File: src/rtl/matrix_pkg.sv
// Shared constants and types for the ASCII matrix parser: character codes,
// parser states, error codes and dimension limits.
package matrix_pkg;

  localparam int MAX_DIM = 5;
  localparam int idx_w   = 5;

  localparam logic [7:0] ASCII_0     = 8'h30;
  localparam logic [7:0] ASCII_9     = 8'h39;
  localparam logic [7:0] ASCII_SP    = 8'h20;
  localparam logic [7:0] ASCII_COMMA = 8'h2C;
  localparam logic [7:0] ASCII_CR    = 8'h0D;
  localparam logic [7:0] ASCII_LF    = 8'h0A;

  localparam logic [1:0] ERR_NONE     = 2'b00;
  localparam logic [1:0] ERR_BAD_CHAR = 2'b01;
  localparam logic [1:0] ERR_DIM      = 2'b10;
  localparam logic [1:0] ERR_OVF      = 2'b11;

  typedef enum logic [2:0] {
    IDLE,
    GET_ROWS,
    GET_COLS,
    GET_ELEM,
    FINISH,
    FAIL
  } parse_state_t;

endpackage

File: src/rtl/ascii_dec_accum.sv
// Byte classifier plus saturating decimal accumulator for one ASCII token.
// Classification and overflow are combinational on the current byte.
module ascii_dec_accum #(
  parameter int DATA_W = 8
) (
  input  logic       clk,
  input  logic       rst,
  input  logic       clear,
  input  logic       strobe,
  input  logic [7:0] data,
  output logic       is_digit,
  output logic       is_sep,
  output logic       is_bad,
  output logic [8:0] value,
  output logic       in_tok,
  output logic       overflow
);
  import matrix_pkg::*;

  localparam logic [12:0] ELEM_MAX = 13'((1 << DATA_W) - 1);

  logic [3:0]  digit;
  logic [12:0] sum_next;
  logic [8:0]  acc_next;

  always_comb begin
    is_digit = (data >= ASCII_0) && (data <= ASCII_9);
    is_sep   = (data == ASCII_SP) || (data == ASCII_COMMA) ||
               (data == ASCII_CR) || (data == ASCII_LF);
    is_bad   = !is_digit && !is_sep;
    // ASCII digits carry their value in the low nibble.
    digit    = data[3:0];
    sum_next = {4'b0, value} * 13'd10 + {9'b0, digit};
    acc_next = (sum_next > 13'd511) ? 9'd511 : sum_next[8:0];
    overflow = strobe && is_digit && (sum_next > ELEM_MAX);
  end

  always_ff @(posedge clk) begin
    if (rst || clear) begin
      value  <= '0;
      in_tok <= 1'b0;
    end else if (strobe) begin
      if (is_digit) begin
        value  <= acc_next;
        in_tok <= 1'b1;
      end else if (is_sep) begin
        value  <= '0;
        in_tok <= 1'b0;
      end
    end
  end

endmodule

File: src/rtl/matrix_uart_parser.sv
// Parses "rows cols e0 e1 ..." from a UART byte stream and issues one
// matrix-store write per element; reports dimensions or a coded error.
module matrix_uart_parser #(
  parameter int MAX_DIM = matrix_pkg::MAX_DIM,
  parameter int DATA_W  = 8
) (
  input  logic                         clk,
  input  logic                         rst,
  input  logic                         start,
  input  logic                         uart_rx_done,
  input  logic [7:0]                   uart_rx_data,
  output logic                         wr_en,
  output logic [matrix_pkg::idx_w-1:0] wr_addr,
  output logic [DATA_W-1:0]            wr_data,
  output logic [2:0]                   rows,
  output logic [2:0]                   cols,
  output logic                         busy,
  output logic                         done,
  output logic                         error,
  output logic [1:0]                   err_code
);
  import matrix_pkg::*;

  parse_state_t     state;
  logic [idx_w-1:0] elem_cnt;
  logic [idx_w-1:0] total;
  logic [idx_w-1:0] cnt_inc;

  logic       start_ok;
  logic       strobe;
  logic       is_digit;
  logic       is_sep;
  logic       is_bad;
  logic       in_tok;
  logic       overflow;
  logic [8:0] acc;
  logic       dim_ok;
  logic       fail_req;
  logic [1:0] fail_code;
  logic       commit;

  // FAIL is already non-busy, so a start there is honoured like in IDLE.
  assign start_ok = start && ((state == IDLE) || (state == FAIL));
  assign strobe   = uart_rx_done && (state inside {GET_ROWS, GET_COLS, GET_ELEM});
  assign dim_ok   = (acc >= 9'd1) && (acc <= 9'(MAX_DIM));
  assign cnt_inc  = elem_cnt + 5'd1;

  ascii_dec_accum #(.DATA_W(DATA_W)) u_accum (
    .clk      (clk),
    .rst      (rst),
    .clear    (start_ok),
    .strobe   (strobe),
    .data     (uart_rx_data),
    .is_digit (is_digit),
    .is_sep   (is_sep),
    .is_bad   (is_bad),
    .value    (acc),
    .in_tok   (in_tok),
    .overflow (overflow)
  );

  always_comb begin
    fail_req  = 1'b0;
    fail_code = ERR_NONE;
    commit    = 1'b0;
    if (strobe) begin
      if (is_bad) begin
        fail_req  = 1'b1;
        fail_code = ERR_BAD_CHAR;
      end else if (is_digit) begin
        if (overflow) begin
          fail_req  = 1'b1;
          fail_code = ERR_OVF;
        end
      end else if (is_sep && in_tok) begin
        if ((state != GET_ELEM) && !dim_ok) begin
          fail_req  = 1'b1;
          fail_code = ERR_DIM;
        end else begin
          commit = 1'b1;
        end
      end
    end
  end

  always_ff @(posedge clk) begin
    if (rst) begin
      state    <= IDLE;
      wr_en    <= 1'b0;
      wr_addr  <= '0;
      wr_data  <= '0;
      rows     <= '0;
      cols     <= '0;
      busy     <= 1'b0;
      done     <= 1'b0;
      error    <= 1'b0;
      err_code <= ERR_NONE;
      elem_cnt <= '0;
      total    <= '0;
    end else begin
      wr_en <= 1'b0;
      done  <= 1'b0;
      error <= 1'b0;
      case (state)
        IDLE, FAIL: begin
          if (start_ok) begin
            state    <= GET_ROWS;
            busy     <= 1'b1;
            err_code <= ERR_NONE;
            rows     <= '0;
            cols     <= '0;
            elem_cnt <= '0;
          end else begin
            state <= IDLE;
          end
        end
        GET_ROWS, GET_COLS, GET_ELEM: begin
          if (fail_req) begin
            state    <= FAIL;
            busy     <= 1'b0;
            error    <= 1'b1;
            err_code <= fail_code;
          end else if (commit) begin
            case (state)
              GET_ROWS: begin
                rows  <= acc[2:0];
                state <= GET_COLS;
              end
              GET_COLS: begin
                cols  <= acc[2:0];
                total <= {2'b0, rows} * {2'b0, acc[2:0]};
                state <= GET_ELEM;
              end
              default: begin
                wr_en    <= 1'b1;
                wr_addr  <= elem_cnt;
                wr_data  <= acc[DATA_W-1:0];
                elem_cnt <= cnt_inc;
                if (cnt_inc == total) state <= FINISH;
              end
            endcase
          end
        end
        FINISH: begin
          done  <= 1'b1;
          busy  <= 1'b0;
          state <= IDLE;
        end
        default: state <= IDLE;
      endcase
    end
  end

endmodule

File: config.mk
export PLATFORM = sky130hd
export DESIGN_NAME = matrix_uart_parser
export DESIGN_NICKNAME = d
export VERILOG_FILES = /design/src/rtl/matrix_pkg.sv /design/src/rtl/ascii_dec_accum.sv /design/src/rtl/matrix_uart_parser.sv
export SDC_FILE = /design/constraint.sdc
export NUM_CORES = 1
export LEC_CHECK = 0
export BUFFER_PORTS_ARGS = -buffer_cell sky130_fd_sc_hd__buf_2
export CORE_MARGIN = 3
export CORE_UTILIZATION = 40
export CTS_BUF_LIST = sky130_fd_sc_hd__clkbuf_8
export DETAILED_ROUTE_END_ITERATION = 16
export GPL_TIMING_DRIVEN = 0
export PLACE_DENSITY = 0.58
export SLEW_MARGIN = 20
export SYNTH_ARGS = -nofsm -noshare
export SYNTH_HDL_FRONTEND = slang
export SYNTH_HIERARCHICAL = 1
export SYNTH_SLANG_ARGS = --single-unit
File: constraint.sdc
create_clock -name clk -period 6.3 [get_ports clk]
set_input_delay 1.26 -clock clk [delete_from_list [all_inputs] [get_ports clk]]
set_output_delay 1.26 -clock clk [all_outputs]
set_load 0.1 [all_outputs]
==> results_dict.tcl <==
set metrics [dict create \
    clk_path_buf_depth 2 \
    relSlewSlack_pct 51.4 \
    ctsRootBufferMaster "clkbuf_8" \
    setup_viol 0 \
    yosysSeqAreaShare_pct 30.7 \
    die_h_um 94.5 \
    wl_per_cell_um 14.8 \
    maxCapViolations 0 \
    hold_ws_ns 0.476 \
    grt_antenna_before_repair 0 \
    route.vias.total 2581 \
    gp_congestion 0.867 \
    design_area_um2 3530 \
    min_from "busy$_SDFFE_PP0P_" \
    p_total_mw 0.569 \
    p_leak_nw 1.51 \
    cts_hold_buf 0 \
    reg2reg_depth 14 \
    vias_per_cell 5.34 \
    grt_start_max_net_pins 16 \
    grt_pass1_wl_um 11900 \
    ioPinCount 37 \
    p_per_area_nw_per_um2 161 \
    row_count 31 \
    final_max_slew_viol_count 0 \
    crit_path_cell_trace "ha_1 > ha_1 > fa_1 > a211oi_2 > o21ai_0 > nor3b_2 > a21o_2 > a211oi_4 > a21oi_1 > a21oi_1 > o21ai_0 > a21oi_1 > nand3_1 > and3b_1" \
    async_reset_ff_share_pct 0 \
    cts_buffers 5 \
    syn_area_per_cell_um2 9.21 \
    yosys_warnings 6 \
    cpMostUsedCell "a21oi_1" \
    drive_above_1_share_pct 20.3 \
    critPathMaxStageDelay_ns 0.59 \
    reg2reg_from "u_accum/value[1]$_SDFFE_PP0P_" \
    fin_crit_sh_pct 67.4 \
    overflow 0 \
    max_clock_freq_ghz 0.236 \
    synth-seq-cells 48 \
    path_max_fanout 11 \
    synth_area_leaders "dfxtp_1 31%, ha_1 8.4%, mux2i_1 7.0%" \
    postSynthCellCount 340 \
    coreArea_um2 7410 \
    routed_wl_um 7130 \
    syn_nets 377 \
    synth_top_area_share_pct 30.7 \
    cts_tree "done" \
    grt_setup_unrepaired "false" \
    diodes 0 \
    pre_cts_ws_ns 1.84 \
    fin_crit_ns 4.24 \
    post_cts_buffers 0 \
    final_util_pct 47.7 \
    critical_path.endpoint "state[2]$_SDFFE_PP0P_" \
    fin_ws_ns 2.06 \
    hpwlAfterDp_um 5450 \
    first_global_vias 2447 \
    grtUsageTotal_pct 16.9 \
    start_util_pct 42.3 \
    clk_pin_slew_ns 0.10 \
    io_buffer_count 36 \
    syn_area_um2 3130 \
    clock_latency_ns 0.31 \
    synthDistinctLibCells 70 \
    dp.cells 475 \
    die_x_um 94.5 \
    r2r-end "state[2]$_SDFFE_PP0P_" \
    syn_to_final_growth_pct 12.8 \
    synthFlopType "dfxtp_1" \
    worstSetupStartpoint "u_accum/value[1]$_SDFFE_PP0P_" \
    crit_type "reg2reg" \
    htreeDepth 2 \
    peakVddDrop_v 0.0000809 \
    synth_edf_count 0 \
    arrival_ns 4.45 \
    tns_ns 0 \
    clock-sinks 48 \
    critPathLaunchType "register" \
    drc_errors 0 \
    hp-class "reg2reg" \
    r2r_slack_ns 2.06 \
    placed_area_um2 3430 \
    synth_largest_area_cell "dfxtp_1" \
    run_status "completed" \
    layout.cells.non_filler 483 \
    slowest_stage "dfxtp_1" \
    tightest_slew_ns 0.723 \
    dr.pass1.iters 4 \
    crit_path_end_kind "register" \
    cts-resized-gates 0 \
    hold_violations 0 \
    dieArea_um2 8920 \
    postRouteAntennaNets 0 \
    fin_nets 420 \
    finClkSkew_ns 0.0116 \
    drt-initial-drc-count 106 \
    worst_ep_required_time_ns 6.50 \
]
[synthesized netlist by cell type (all sizes together), types with 4 or more instances]
cell / count
dfxtp: 48
and2: 13
o21ai: 20
a211oi: 9
clkbuf: 7
fa: 4
nor2: 47
xor2: 5
xnor2: 11
o211ai: 5
a22oi: 7
mux2i: 22
nand2b: 5
nand2: 17
nor3b: 4
nand3: 5
inv: 9
a31oi: 4
ha: 21
a21oi: 15
nor3: 11
[worst min path at each step]
stage / endpoint / slack [ns] / cells past startpoint
2_1_floorplan: total[0]$_SDFFE_PP0P_ / 0.46 / 2
3_3_place_gp: busy$_SDFFE_PP0P_ / 0.46 / 2
3_5_place_dp: busy$_SDFFE_PP0P_ / 0.47 / 2
4_1_cts: busy$_SDFFE_PP0P_ / 0.48 / 2
5_1_grt: busy$_SDFFE_PP0P_ / 0.52 / 2
6_report: busy$_SDFFE_PP0P_ / 0.48 / 2
[registers in the layout, summed over array words and instances (netlist names), 2 cells and up]
signal / cells
cols: 3
u_accum/value: 9
wr_data: 8
state: 3
wr_addr: 5
err_code: 2
total: 5
elem_cnt: 5
rows: 3
[per-layer routing]
| layer | up-vias | track usage, % | part of all wire, % |
|---|---|---|---|
| met1 | 1208 | 22.1 | 47 |
| met4 | 0 | 4.33 | 1.1 |
| li1 | 1324 | - | - |
| met3 | 6 | 2.79 | 3.5 |
| met5 | - | 0 | 0 |
| met2 | 43 | 28.8 | 49 |
[power breakdown]
| group | switching (mW) | internal [mW] | total (mW) |
|---|---|---|---|
| combinational | 0.0446 | 0.0213 | 0.0660 |
| sequential | 0.000971 | 0.305 | 0.306 |
| clock | 0.108 | 0.0890 | 0.197 |
[layout by cell type (no fill, tap or decap), types with 3 or more instances in the layout]
cell,n
dfxtp_1,48
nor2_1,45
buf_2,37
mux2i_1,22
ha_1,21
nand2_1,17
o21ai_0,17
a21oi_1,15
clkbuf_8,11
xnor2_1,11
and2_1,10
nor3_1,10
inv_1,9
a22oi_1,6
nand2b_1,5
xor2_1,5
nand3_1,5
o211ai_1,5
a31oi_1,4
a211oi_1,4
a211oi_2,4
fa_1,4
nor3b_1,3
and2_2,3
o21bai_1,3
nor2b_1,3
o21ai_1,3
[logic make-up (layout without fill, tap and decap cells)]
| kind of cell | after synthesis | count (layout) | share of synthesized area (%) |
|---|---|---|---|
| AOI/OAI and AO/OA | 86 | 86 | 21.1 |
| xor gates and xnor gates | 16 | 16 | 4.48 |
| adders and majority gates | 25 | 25 | 11.0 |
| buffers and inverters | 20 | 64 | 4.60 |
| DFF | 48 | 48 | 30.7 |
| muxes | 22 | 22 | 7.03 |
| and+or+nand+nor | 123 | 123 | 21.2 |
[critical path, delay by kind of cell, from the launching register on]
| family | cells | cell delay, ns |
|---|---|---|
| AO/OA/AOI/OAI | 8 | 2.02 |
| adder cells (fa/ha/maj) | 3 | 0.98 |
| flip-flops | 1 | 0.59 |
| AND/OR/NAND/NOR | 3 | 0.55 |
[layout make-up]
cell class	instances	area (um^2)
Fill cell	733	3880
Multi-Input combinational cell	272	2030
Sequential cell	48	961
Timing Repair Buffer	36	180
Tap cell	99	124
Buffer	11	110
Clock buffer	6	82.6
Inverter	9	33.8
Clock inverter	2	15.0
Power figures use the tool's default switching activity.
